<file path="src/rtl/mem_traffic_profiler_pkg.sv">
// Shared types and helpers for the memory traffic profiler.
//   - mem_prof_op_e         : op class counted per port (LD/ST/AMOSWAP/AMOOR/OTHER)
//   - mem_prof_packet_op_e  : manycore op_v2 encoding carried in request packets
//   - packet layout helpers : packet width and op_v2 bit position
// Packet layout, MSB to LSB:
//   addr | op_v2(4) | reg_id(5) | payload(data) | src_y | src_x | y | x
package mem_traffic_profiler_pkg;

    typedef enum logic [2:0] {
        e_prof_ld,
        e_prof_st,
        e_prof_amoswap,
        e_prof_amoor,
        e_prof_other
    } mem_prof_op_e;

    localparam int unsigned mem_prof_num_ops_gp      = 5;
    localparam int unsigned mem_prof_op_v2_width_gp  = 4;
    localparam int unsigned mem_prof_reg_id_width_gp = 5;

    typedef enum logic [3:0] {
        e_remote_load,
        e_remote_store,
        e_remote_sw,
        e_cache_op,
        e_remote_amoswap,
        e_remote_amoadd,
        e_remote_amoxor,
        e_remote_amoand,
        e_remote_amoor,
        e_remote_amomin,
        e_remote_amomax,
        e_remote_amominu,
        e_remote_amomaxu
    } mem_prof_packet_op_e;

    function automatic int unsigned mem_prof_packet_width(input int unsigned addr_w,
                                                          input int unsigned data_w,
                                                          input int unsigned x_w,
                                                          input int unsigned y_w);
        return addr_w + mem_prof_op_v2_width_gp + mem_prof_reg_id_width_gp
               + data_w + 2 * (x_w + y_w);
    endfunction

    function automatic int unsigned mem_prof_op_v2_lsb(input int unsigned data_w,
                                                       input int unsigned x_w,
                                                       input int unsigned y_w);
        return mem_prof_reg_id_width_gp + data_w + 2 * (x_w + y_w);
    endfunction

    function automatic int unsigned mem_prof_safe_clog2(input int unsigned n);
        return (n <= 1) ? 1 : $clog2(n);
    endfunction

    function automatic mem_prof_op_e mem_prof_decode_op(input logic [3:0] op_v2);
        case (op_v2)
            e_remote_load:    return e_prof_ld;
            e_remote_store:   return e_prof_st;
            e_remote_amoswap: return e_prof_amoswap;
            e_remote_amoor:   return e_prof_amoor;
            default:          return e_prof_other;
        endcase
    endfunction

endpackage

</file>
<file path="src/rtl/mem_traffic_profiler_if.sv">
// Request-tap and stat-record stream bundle for mem_traffic_profiler.
//   packet_v_i/packet_i/packet_yumi_i : tapped per-port request handshakes (port 0 in LSBs)
//   stat_*_o                          : record stream produced by the profiler
//   stat_yumi_i                       : consumer accept of the current record
// Modports: master = profiler side, slave = environment side.
interface mem_traffic_profiler_if
    import mem_traffic_profiler_pkg::*;
#(
    parameter int unsigned data_width_p   = 32,
    parameter int unsigned addr_width_p   = 28,
    parameter int unsigned x_cord_width_p = 7,
    parameter int unsigned y_cord_width_p = 7,
    parameter int unsigned num_ports_p    = 1,
    parameter int unsigned ctr_width_p    = 32
) ();

    localparam int unsigned port_id_width_lp = mem_prof_safe_clog2(num_ports_p);
    localparam int unsigned packet_width_lp  =
        mem_prof_packet_width(addr_width_p, data_width_p, x_cord_width_p, y_cord_width_p);

    logic [num_ports_p-1:0]                 packet_v_i;
    logic [num_ports_p*packet_width_lp-1:0] packet_i;
    logic [num_ports_p-1:0]                 packet_yumi_i;

    logic                        stat_v_o;
    logic [data_width_p-1:0]     stat_tag_o;
    logic [31:0]                 stat_ctr_o;
    logic [port_id_width_lp-1:0] stat_port_o;
    logic [2:0]                  stat_op_o;
    logic [ctr_width_p-1:0]      stat_count_o;
    logic                        stat_last_o;
    logic                        stat_yumi_i;

    modport master (
        input  packet_v_i, packet_i, packet_yumi_i, stat_yumi_i,
        output stat_v_o, stat_tag_o, stat_ctr_o, stat_port_o, stat_op_o,
               stat_count_o, stat_last_o
    );

    modport slave (
        output packet_v_i, packet_i, packet_yumi_i, stat_yumi_i,
        input  stat_v_o, stat_tag_o, stat_ctr_o, stat_port_o, stat_op_o,
               stat_count_o, stat_last_o
    );

endinterface

</file>
<file path="src/rtl/mem_traffic_prof_counter.sv">
// Single event counter for the traffic profiler.
//   clk, reset : clock, synchronous active-high reset
//   incr       : count one event on the next edge
//   count      : current value
//   sat        : (MEM_TRAFFIC_PROFILER_SATURATE_EN only) counter is pinned at all-ones
// Wraps modulo 2^ctr_width_p by default; saturates when
// MEM_TRAFFIC_PROFILER_SATURATE_EN is defined.
module mem_traffic_prof_counter #(
    parameter int unsigned ctr_width_p = 32
) (
    input  logic                   clk,
    input  logic                   reset,
    input  logic                   incr,
    output logic [ctr_width_p-1:0] count
`ifdef MEM_TRAFFIC_PROFILER_SATURATE_EN
    ,
    output logic                   sat
`endif
);

`ifdef MEM_TRAFFIC_PROFILER_SATURATE_EN
    assign sat = &count;

    always_ff @(posedge clk) begin
        if (reset) begin
            count <= '0;
        end else if (incr && !sat) begin
            count <= count + ctr_width_p'(1);
        end
    end
`else
    always_ff @(posedge clk) begin
        if (reset) begin
            count <= '0;
        end else if (incr) begin
            count <= count + ctr_width_p'(1);
        end
    end
`endif

endmodule

</file>
<file path="src/rtl/mem_traffic_profiler.sv">
// Multi-port memory request traffic profiler.
// Counts accepted request packets per port and per op class, and on a
// snapshot request streams every counter out as a valid/yumi record stream.
//   clk_i, reset_i    : clock, synchronous active-high reset
//   ifc (master)      : tapped request handshakes in, stat record stream out
//   global_ctr_i      : timestamp latched with each snapshot
//   print_stat_v_i    : snapshot request (ignored, and flagged, while dumping)
//   print_stat_tag_i  : tag latched with each snapshot
//   busy_o            : a dump is in progress
//   overrun_o         : sticky, a request arrived while busy
// Records are ordered port-major, op-minor.
// Optional: MEM_TRAFFIC_PROFILER_SATURATE_EN makes counters saturate instead of wrap.
module mem_traffic_profiler
    import mem_traffic_profiler_pkg::*;
#(
    parameter int unsigned data_width_p   = 32,
    parameter int unsigned addr_width_p   = 28,
    parameter int unsigned x_cord_width_p = 7,
    parameter int unsigned y_cord_width_p = 7,
    parameter int unsigned num_ports_p    = 1,
    parameter int unsigned ctr_width_p    = 32
) (
    input  logic                    clk_i,
    input  logic                    reset_i,
    mem_traffic_profiler_if.master  ifc,
    input  logic [31:0]             global_ctr_i,
    input  logic                    print_stat_v_i,
    input  logic [data_width_p-1:0] print_stat_tag_i,
    output logic                    busy_o,
    output logic                    overrun_o
);

    localparam int unsigned port_id_width_lp = mem_prof_safe_clog2(num_ports_p);
    localparam int unsigned packet_width_lp  =
        mem_prof_packet_width(addr_width_p, data_width_p, x_cord_width_p, y_cord_width_p);
    localparam int unsigned op_lsb_lp        =
        mem_prof_op_v2_lsb(data_width_p, x_cord_width_p, y_cord_width_p);
    localparam int unsigned num_ctrs_lp      = num_ports_p * mem_prof_num_ops_gp;
    localparam int unsigned idx_width_lp     = $clog2(num_ctrs_lp);
    localparam logic [idx_width_lp-1:0] last_idx_lp = idx_width_lp'(num_ctrs_lp - 1);

    typedef enum logic {e_idle, e_dump} state_e;

    state_e                  state;
    logic [num_ctrs_lp-1:0]  hit;
    logic [ctr_width_p-1:0]  live [num_ctrs_lp];
    logic [ctr_width_p-1:0]  snap [num_ctrs_lp];
    logic [idx_width_lp-1:0] index;
    logic [idx_width_lp-1:0] index_next;
    logic [ctr_width_p-1:0]  first_count;
    logic [ctr_width_p-1:0]  next_count;
`ifdef MEM_TRAFFIC_PROFILER_SATURATE_EN
    logic [num_ctrs_lp-1:0]  live_sat;
    logic [num_ctrs_lp-1:0]  snap_sat;
`endif

    // Only the op_v2 field is profiled; the rest of each packet is ignored.
    logic unused_packet_bits;
    assign unused_packet_bits = ^ifc.packet_i;

    // One-hot (per port) event strobes, laid out port-major, op-minor.
    always_comb begin
        hit = '0;
        for (int unsigned p = 0; p < num_ports_p; p++) begin
            for (int unsigned o = 0; o < mem_prof_num_ops_gp; o++) begin
                hit[p*mem_prof_num_ops_gp + o] =
                    ifc.packet_v_i[p] & ifc.packet_yumi_i[p]
                    & (mem_prof_decode_op(ifc.packet_i[p*packet_width_lp + op_lsb_lp +: 4])
                       == mem_prof_op_e'(3'(o)));
            end
        end
    end

    for (genvar i = 0; i < num_ctrs_lp; i++) begin : g_ctr
        mem_traffic_prof_counter #(
            .ctr_width_p(ctr_width_p)
        ) u_ctr (
            .clk  (clk_i),
            .reset(reset_i),
            .incr (hit[i]),
            .count(live[i])
`ifdef MEM_TRAFFIC_PROFILER_SATURATE_EN
            ,
            .sat  (live_sat[i])
`endif
        );
    end

    // The first record comes straight from the live bank (pre-increment
    // value, same as what lands in the snapshot); later records are
    // preloaded from the snapshot so the outputs stay registered.
    always_comb begin
        index_next  = (index == last_idx_lp) ? '0 : index + idx_width_lp'(1);
        first_count = live[0];
        next_count  = snap[index_next];
`ifdef MEM_TRAFFIC_PROFILER_SATURATE_EN
        if (live_sat[0]) first_count = '1;
        if (snap_sat[index_next]) next_count = '1;
`endif
    end

    always_ff @(posedge clk_i) begin
        if (reset_i) begin
            state            <= e_idle;
            index            <= '0;
            busy_o           <= 1'b0;
            overrun_o        <= 1'b0;
            ifc.stat_v_o     <= 1'b0;
            ifc.stat_last_o  <= 1'b0;
            ifc.stat_tag_o   <= '0;
            ifc.stat_ctr_o   <= '0;
            ifc.stat_port_o  <= '0;
            ifc.stat_op_o    <= '0;
            ifc.stat_count_o <= '0;
            for (int unsigned i = 0; i < num_ctrs_lp; i++) begin
                snap[i] <= '0;
            end
`ifdef MEM_TRAFFIC_PROFILER_SATURATE_EN
            snap_sat <= '0;
`endif
        end else begin
            case (state)
                e_idle: begin
                    if (print_stat_v_i) begin
                        for (int unsigned i = 0; i < num_ctrs_lp; i++) begin
                            snap[i] <= live[i];
                        end
`ifdef MEM_TRAFFIC_PROFILER_SATURATE_EN
                        snap_sat <= live_sat;
`endif
                        ifc.stat_tag_o   <= print_stat_tag_i;
                        ifc.stat_ctr_o   <= global_ctr_i;
                        index            <= '0;
                        ifc.stat_port_o  <= '0;
                        ifc.stat_op_o    <= 3'(e_prof_ld);
                        ifc.stat_count_o <= first_count;
                        ifc.stat_last_o  <= 1'b0;
                        ifc.stat_v_o     <= 1'b1;
                        busy_o           <= 1'b1;
                        state            <= e_dump;
                    end
                end
                e_dump: begin
                    if (print_stat_v_i) begin
                        overrun_o <= 1'b1;
                    end
                    if (ifc.stat_yumi_i) begin
                        if (ifc.stat_last_o) begin
                            ifc.stat_v_o    <= 1'b0;
                            ifc.stat_last_o <= 1'b0;
                            busy_o          <= 1'b0;
                            state           <= e_idle;
                        end else begin
                            index            <= index_next;
                            ifc.stat_count_o <= next_count;
                            ifc.stat_last_o  <= (index_next == last_idx_lp);
                            // Port/op walk alongside index to avoid a divide by 5.
                            if (ifc.stat_op_o == 3'(e_prof_other)) begin
                                ifc.stat_op_o   <= 3'(e_prof_ld);
                                ifc.stat_port_o <= ifc.stat_port_o + port_id_width_lp'(1);
                            end else begin
                                ifc.stat_op_o <= ifc.stat_op_o + 3'd1;
                            end
                        end
                    end
                end
                default: state <= e_idle;
            endcase
        end
    end

    yumi_needs_valid: assert property (
        @(posedge clk_i) disable iff (reset_i) ifc.stat_yumi_i |-> ifc.stat_v_o
    );

endmodule

</file>
<file path="src/flat_wrapper.sv">
// flat-port wrapper written by rule: the top's interface ports become plain ports
module mem_traffic_profiler_flat import mem_traffic_profiler_pkg::*;
#(
    parameter int unsigned data_width_p   = 32,
    parameter int unsigned addr_width_p   = 28,
    parameter int unsigned x_cord_width_p = 7,
    parameter int unsigned y_cord_width_p = 7,
    parameter int unsigned num_ports_p    = 1,
    parameter int unsigned ctr_width_p    = 32
)
  (clk_i, reset_i, global_ctr_i, print_stat_v_i, print_stat_tag_i, busy_o, overrun_o, ifc_packet_v_i, ifc_packet_i, ifc_packet_yumi_i, ifc_stat_yumi_i, ifc_stat_v_o, ifc_stat_tag_o, ifc_stat_ctr_o, ifc_stat_port_o, ifc_stat_op_o, ifc_stat_count_o, ifc_stat_last_o);
  mem_traffic_profiler_if #(.data_width_p(data_width_p), .addr_width_p(addr_width_p), .x_cord_width_p(x_cord_width_p), .y_cord_width_p(y_cord_width_p), .num_ports_p(num_ports_p), .ctr_width_p(ctr_width_p)) ifc_i ();
  input  logic clk_i;
  input  logic reset_i;
  input  logic [31:0] global_ctr_i;
  input  logic print_stat_v_i;
  input  logic [data_width_p-1:0] print_stat_tag_i;
  output logic busy_o;
  output logic overrun_o;
  input wire logic [$bits(ifc_i.packet_v_i)-1:0] ifc_packet_v_i;
  input wire logic [$bits(ifc_i.packet_i)-1:0] ifc_packet_i;
  input wire logic [$bits(ifc_i.packet_yumi_i)-1:0] ifc_packet_yumi_i;
  input wire logic [$bits(ifc_i.stat_yumi_i)-1:0] ifc_stat_yumi_i;
  output wire logic [$bits(ifc_i.stat_v_o)-1:0] ifc_stat_v_o;
  output wire logic [$bits(ifc_i.stat_tag_o)-1:0] ifc_stat_tag_o;
  output wire logic [$bits(ifc_i.stat_ctr_o)-1:0] ifc_stat_ctr_o;
  output wire logic [$bits(ifc_i.stat_port_o)-1:0] ifc_stat_port_o;
  output wire logic [$bits(ifc_i.stat_op_o)-1:0] ifc_stat_op_o;
  output wire logic [$bits(ifc_i.stat_count_o)-1:0] ifc_stat_count_o;
  output wire logic [$bits(ifc_i.stat_last_o)-1:0] ifc_stat_last_o;
  assign ifc_i.packet_v_i = ifc_packet_v_i;
  assign ifc_i.packet_i = ifc_packet_i;
  assign ifc_i.packet_yumi_i = ifc_packet_yumi_i;
  assign ifc_i.stat_yumi_i = ifc_stat_yumi_i;
  assign ifc_stat_v_o = ifc_i.stat_v_o;
  assign ifc_stat_tag_o = ifc_i.stat_tag_o;
  assign ifc_stat_ctr_o = ifc_i.stat_ctr_o;
  assign ifc_stat_port_o = ifc_i.stat_port_o;
  assign ifc_stat_op_o = ifc_i.stat_op_o;
  assign ifc_stat_count_o = ifc_i.stat_count_o;
  assign ifc_stat_last_o = ifc_i.stat_last_o;
  mem_traffic_profiler #(.data_width_p(data_width_p), .addr_width_p(addr_width_p), .x_cord_width_p(x_cord_width_p), .y_cord_width_p(y_cord_width_p), .num_ports_p(num_ports_p), .ctr_width_p(ctr_width_p)) u_core (.clk_i(clk_i), .reset_i(reset_i), .ifc(ifc_i), .global_ctr_i(global_ctr_i), .print_stat_v_i(print_stat_v_i), .print_stat_tag_i(print_stat_tag_i), .busy_o(busy_o), .overrun_o(overrun_o));
endmodule
</file>
<file path="config.mk">
export PLATFORM = sky130hd
export DESIGN_NAME = mem_traffic_profiler_flat
export DESIGN_NICKNAME = d
export VERILOG_FILES = /design/src/rtl/mem_traffic_profiler_pkg.sv /design/src/rtl/mem_traffic_profiler_if.sv /design/src/rtl/mem_traffic_prof_counter.sv /design/src/rtl/mem_traffic_profiler.sv /design/src/flat_wrapper.sv
export SDC_FILE = /design/constraint.sdc
export NUM_CORES = 1
export LEC_CHECK = 0
export BUFFER_PORTS_ARGS = -buffer_cell sky130_fd_sc_hd__buf_2
export CAP_MARGIN = 20
export CORE_ASPECT_RATIO = 0.75
export CORE_UTILIZATION = 61
export CTS_CLUSTER_DIAMETER = 40
export DETAILED_ROUTE_END_ITERATION = 16
export MAX_ROUTING_LAYER = met4
export PLACE_DENSITY = 0.87
export SLEW_MARGIN = 5
export SYNTH_ARGS = -nofsm -noshare
export SYNTH_HDL_FRONTEND = slang
export SYNTH_SLANG_ARGS = --single-unit
</file>
<file path="constraint.sdc">
create_clock -name clk_i -period 10.67 [get_ports clk_i]
set_clock_uncertainty 0.1 [all_clocks]
set_input_delay 2.134 -clock clk_i [delete_from_list [all_inputs] [get_ports clk_i]]
set_output_delay 2.134 -clock clk_i [all_outputs]
set_load 0.02 [all_outputs]
</file>
==> After elaboration in Yosys (flattened, before gate mapping) <==
Memory sizes are Yosys's and may differ from the RTL's.
Cells that the tools add are included.
{ "word_totals": {"reg_bits": 267, "mem_bits_rw": 160, "in_bits": 167, "word_cells": 99, "mem_count": 1} }
{ "op_classes": {"n_addsub": 8, "eq_ne": 15, "n_mux": 40, "bitwise_logic": 12, "reduce_logical": 8} }
{ "memory_table": {"columns": ["memory", "depth", "width", "rd", "rd_ports_with_merged_regs", "write_ports", "line_no", "source"], "rows": [
  ["u_core.snap", 5, 32, 1, 0, 5, "mem_traffic_profiler.sv:47", "logic [ctr_width_p-1:0] snap [num_ctrs_lp];"]
]} }
{ "op_table": {"columns": ["op", "n"], "rows": [
  ["$mux 32", 8],
  ["$add 32x1->32 const B", 5],
  ["$pmux 32 s2", 1],
  ["$mux 3", 7],
  ["$mux 1", 17],
  ["$eq 3x3->1 const B", 4],
  ["$pmux 3 s2", 2],
  ["$pmux 3 s4", 1],
  ["$ne 2x2->1 const B", 4],
  ["$pmux 1 s2", 4],
  ["$add 3x1->3 const B", 2],
  ["$and 1x1->1", 6],
  ["$eq 3x2->1 const B", 2],
  ["$reduce_and 2->1", 3],
  ["$reduce_and 3->1", 2],
  ["$or 1x1->1", 5],
  ["$eq 4x1->1 const B", 1],
  ["$eq 4x3->1 const B", 1],
  ["$eq 4x4->1 const B", 1],
  ["$logic_not 4->1", 1],
  ["$reduce_and 4->1", 1],
  ["$eq 3x1->1 const B", 1],
  ["$logic_not 3->1", 1],
  ["$ne 2x1->1 const B", 1],
  ["other kinds (2)", 2]
]} }

==> Depth between registers and ports, before layout <==
{ "logic_depth": {"ltp_word": 6, "depth_mapped": 8, "depth_no_buf": 7} }

==> By module <==
A second synthesis with hierarchy kept.
{ "unflattened": {"cells_unflattened": 1854, "hier_area_um2": 18909.4} }
{ "modules_own_cells": {"columns": ["mod", "instances", "cells_each", "area_each_um2", "seq_area_each_um2"], "rows": [
  ["mem_traffic_profiler", 1, 949, 11089.4, 6946.7],
  ["mem_traffic_prof_counter", 5, 181, 1564.0, 640.6]
]} }

==> Least setup slack after synthesis <==
OpenSTA, ideal clock, no wires.
{ "synth_timing": {"path_type": "in2reg", "start": "input port reset_i", "end": "register u_core.ifc.stat_count_o[10] in the netlist's numbering", "arrival_time_ns": 7.251, "t_required_ns": 10.449, "path_slack_ns": 3.198, "stages": 6, "path_buffers": 2, "cell_sequence": "clkbuf_1 nand2b_1 nor2_1 clkbuf_1 nand2_1 o21ai_0"} }
{ "synth_lines": {"columns": ["item", "line_no", "source"], "rows": [
  ["from (decl)", "flat_wrapper.sv:14", "input logic reset_i;"],
  ["to (signal assigned)", "mem_traffic_profiler.sv:136", "ifc.stat_count_o <= first_count;"],
  ["to (signal assigned)", "mem_traffic_profiler.sv:155", "ifc.stat_count_o <= next_count;"],
  ["to (decl)", "mem_traffic_profiler_if.sv:37", "stat_count_o, stat_last_o"]
]} }

==> impl_metrics.tcl <==
set metrics [dict create \
    overflow 0 \
    dieHeight_um 152 \
    synth_enable_flop_cells 160 \
    max-vdd-ir-drop_uv 98.7 \
    synth_top_cells_by_count "nand2_1 (270), dfxtp_1 (267), nor2_1 (174)" \
    yosysTopAreaCell "dfxtp_1" \
    remaining_drc_errors 0 \
    initial_antenna_violation_count 2 \
    synth_fp_nets 1978 \
    cp-end-kind "register" \
    startpoint_type "primary input" \
    via_count 14000 \
    power_density_nw_per_um2 170 \
    synthesis.area_per_instance_sq_um 10.1 \
    clock-root-buffer "clkbuf_16" \
    postSynthRegisterBits 427 \
    die_area_sq_um 30500 \
    synthesis.yosys.warnings 0 \
    synth-async-reset-ratio 0 \
    critPathSlowestCell "buf_4" \
    rows 54 \
    cpLargestDelayFamily "buffers and inverters" \
    timing_worst_setup_path_type "primary input to register" \
    cellLeakagePower_nw 7.96 \
    synth.most_common_cell "nand2_1" \
    max_freq_mhz 213 \
    average_wire_per_cell_in_the_routed_design_um 19.1 \
    cts_resized 0 \
    critical_path_required_ns 10.73 \
    worst_hold_slack_ns 0.334 \
    tritoncts.num_buffers 44 \
    start_util 0.623 \
    flow.area_growth_from_synthesis_pct 14.5 \
    grt_first_pass_wirelength_um 68900 \
    run_status "complete, no violations" \
    fin_setup_tns_ns 0 \
    gp_congestion 0.920 \
    final_net_count 2110 \
    synth-seq-area-share 0.558 \
    slew_violations 0 \
    design.core.area_sq_um 29200 \
    synth_area_sq_um 18200 \
    post_synth_num_cell_types 50 \
    place.detailed.hpwl_um 28400 \
    post-route-period-util 0.439 \
    worstPathCellList "clkbuf_8 -> nand2b_4 -> buf_4 -> buf_4" \
    postSynthCellCount 1802 \
    ant_nets 0 \
    count_of_final_hold_check_violations 0 \
    grt_use_total 0.298 \
    die_width_um 201 \
    clk_latency_ns 0.56 \
    crit_top_cell "buf_4" \
    cts.repair_timing.setup_buffer_count 0 \
    drt_first_iter_violations 1703 \
    cts-hold-fix-buffers 0 \
    post-route-util 0.713 \
    rsz0062_at_grt "false" \
    drt-pass1-iter-count 6 \
    worst_slew_margin_rel 0.260 \
    cts_tree "built" \
    wl_um 45100 \
    register_clock_pin_slew_on_the_reported_worst_setup_and_hold_paths_ns 0.07 \
    setup-violations-final 0 \
    vias_per_cell 5.94 \
    cts_htree_levels 2 \
    crit_arrival_ns 4.74 \
    cp_max_fo 96 \
    synth_area_leaders "dfxtp_1 (29%), edfxtp_1 (26%), nand2_1 (5.6%)" \
    yosys.area.top_type_share 0.294 \
    worst_path_largest_cell_delay_ns 0.82 \
    fin_crit_ns 4.69 \
    grt_start_max_net_pins 107 \
    drive_above_1_share 0.159 \
    clockBufferDepth 3 \
    min_path_type "register to register" \
    max_cap_violations 0 \
    first_global_vias 12700 \
    crit_buf_inv 3 \
    yosys_most_used_dff "dfxtp_1" \
    worstMarginPinSlew_ns 1.10 \
    port_bufs 177 \
    ios 271 \
    cts.sink_count 427 \
]
-- where the power goes --
| group | switching, mW | internal, mW | total, mW |
|---|---|---|---|
| Combinational | 0.148 | 0.0668 | 0.214 |
| Sequential | 0.0273 | 1.74 | 1.77 |
| Clock | 0.657 | 0.896 | 1.55 |
| Total | 0.832 | 2.71 | 3.54 |
-- final cells by class --
cell class / instances / area, sq um
multi-input combinational: 1243 / 7560
inverter: 25 / 93.8
sequential: 427 / 10100
clock buffer: 59 / 1230
clock inverter: 23 / 235
timing repair buffer: 193 / 1060
tap: 392 / 490
antenna: 2 / 5.00
fill: 1963 / 8370
-- stage by stage --
step	instances	instance area [sq um]	total power, mW	setup slack, ns
2_1_floorplan	1802	18200	1.93	3.20
3_3_place_gp	2276	19300	2.00	5.46
3_5_place_dp	2276	19300	2.01	5.43
4_1_cts	2358	20700	3.54	6.02
5_1_grt	2364	20800	3.64	5.82
6_report	2364	20800	3.54	5.98
-- tightest hold or removal path: stages, from the launching register on --
cell,delay [ns]
dfxtp_1,0.31
nand2_1,0.05
nand2_1,0.04
-- cell usage in the layout (no fill, tap or decap), types with 20 or more instances in the layout --
cell       count
nand2_1      270
dfxtp_1      267
buf_2        176
nor2_1       172
edfxtp_1     160
and2_1       147
a21oi_1      125
xor2_1        81
nand4_1       72
xnor2_1       54
nand3_1       48
clkbuf_16     46
nor3_1        41
o21ai_0       41
mux4_2        32
inv_1         25
and4_1        23
and3_1        21
o221ai_1      20
-- routing by layer --
| layer | share of wire | wire, um | track usage | vias up |
|---|---|---|---|---|
| li1 | - | - | - | 6550 |
| met2 | 0.46 | 20700 | 0.448 | 718 |
| met3 | 0.11 | 4870 | 0.0650 | 88 |
| met4 | 0.028 | 1280 | 0.104 | 0 |
| met1 | 0.40 | 18200 | 0.401 | 6677 |
| met5 | 0 | 0 | - | - |
-- state kept, by name (all words and copies together) (netlist names), 3 cells and up --
signal,flops
u_core.g_ctr.u_ctr.count,160
u_core.snap,160
u_core.ifc.stat_count_o,32
u_core.ifc.stat_ctr_o,32
u_core.ifc.stat_tag_o,32
u_core.ifc.stat_op_o,3
u_core.index,3
-- logic make-up (layout without fill, tap and decap cells) --
group	count (synthesis)	after routing	synth area share
AOI/OAI and AO/OA	200	200	0.0613
xor gates and xnor gates	135	135	0.0650
adders and majority gates	10	10	0.00674
buffers and inverters	132	300	0.0286
DFF	427	427	0.558
muxes	35	35	0.0413
other	0	2	0
and+or+nand+nor	863	863	0.239
-- worst paths after layout --
path | start | to | slack (ns) | cells past startpoint
worst max register to register | u_core.state | u_core.snap[1][30] | 7.38 | 5
worst max-delay path | reset_i | u_core.snap[1][28] | 5.98 | 4
worst min register to register | u_core.ifc.stat_count_o[29] | u_core.ifc.stat_count_o[29] | 0.33 | 2
worst min-delay path | u_core.ifc.stat_count_o[29] | u_core.ifc.stat_count_o[29] | 0.33 | 2
(Power assumes the default switching activity.)
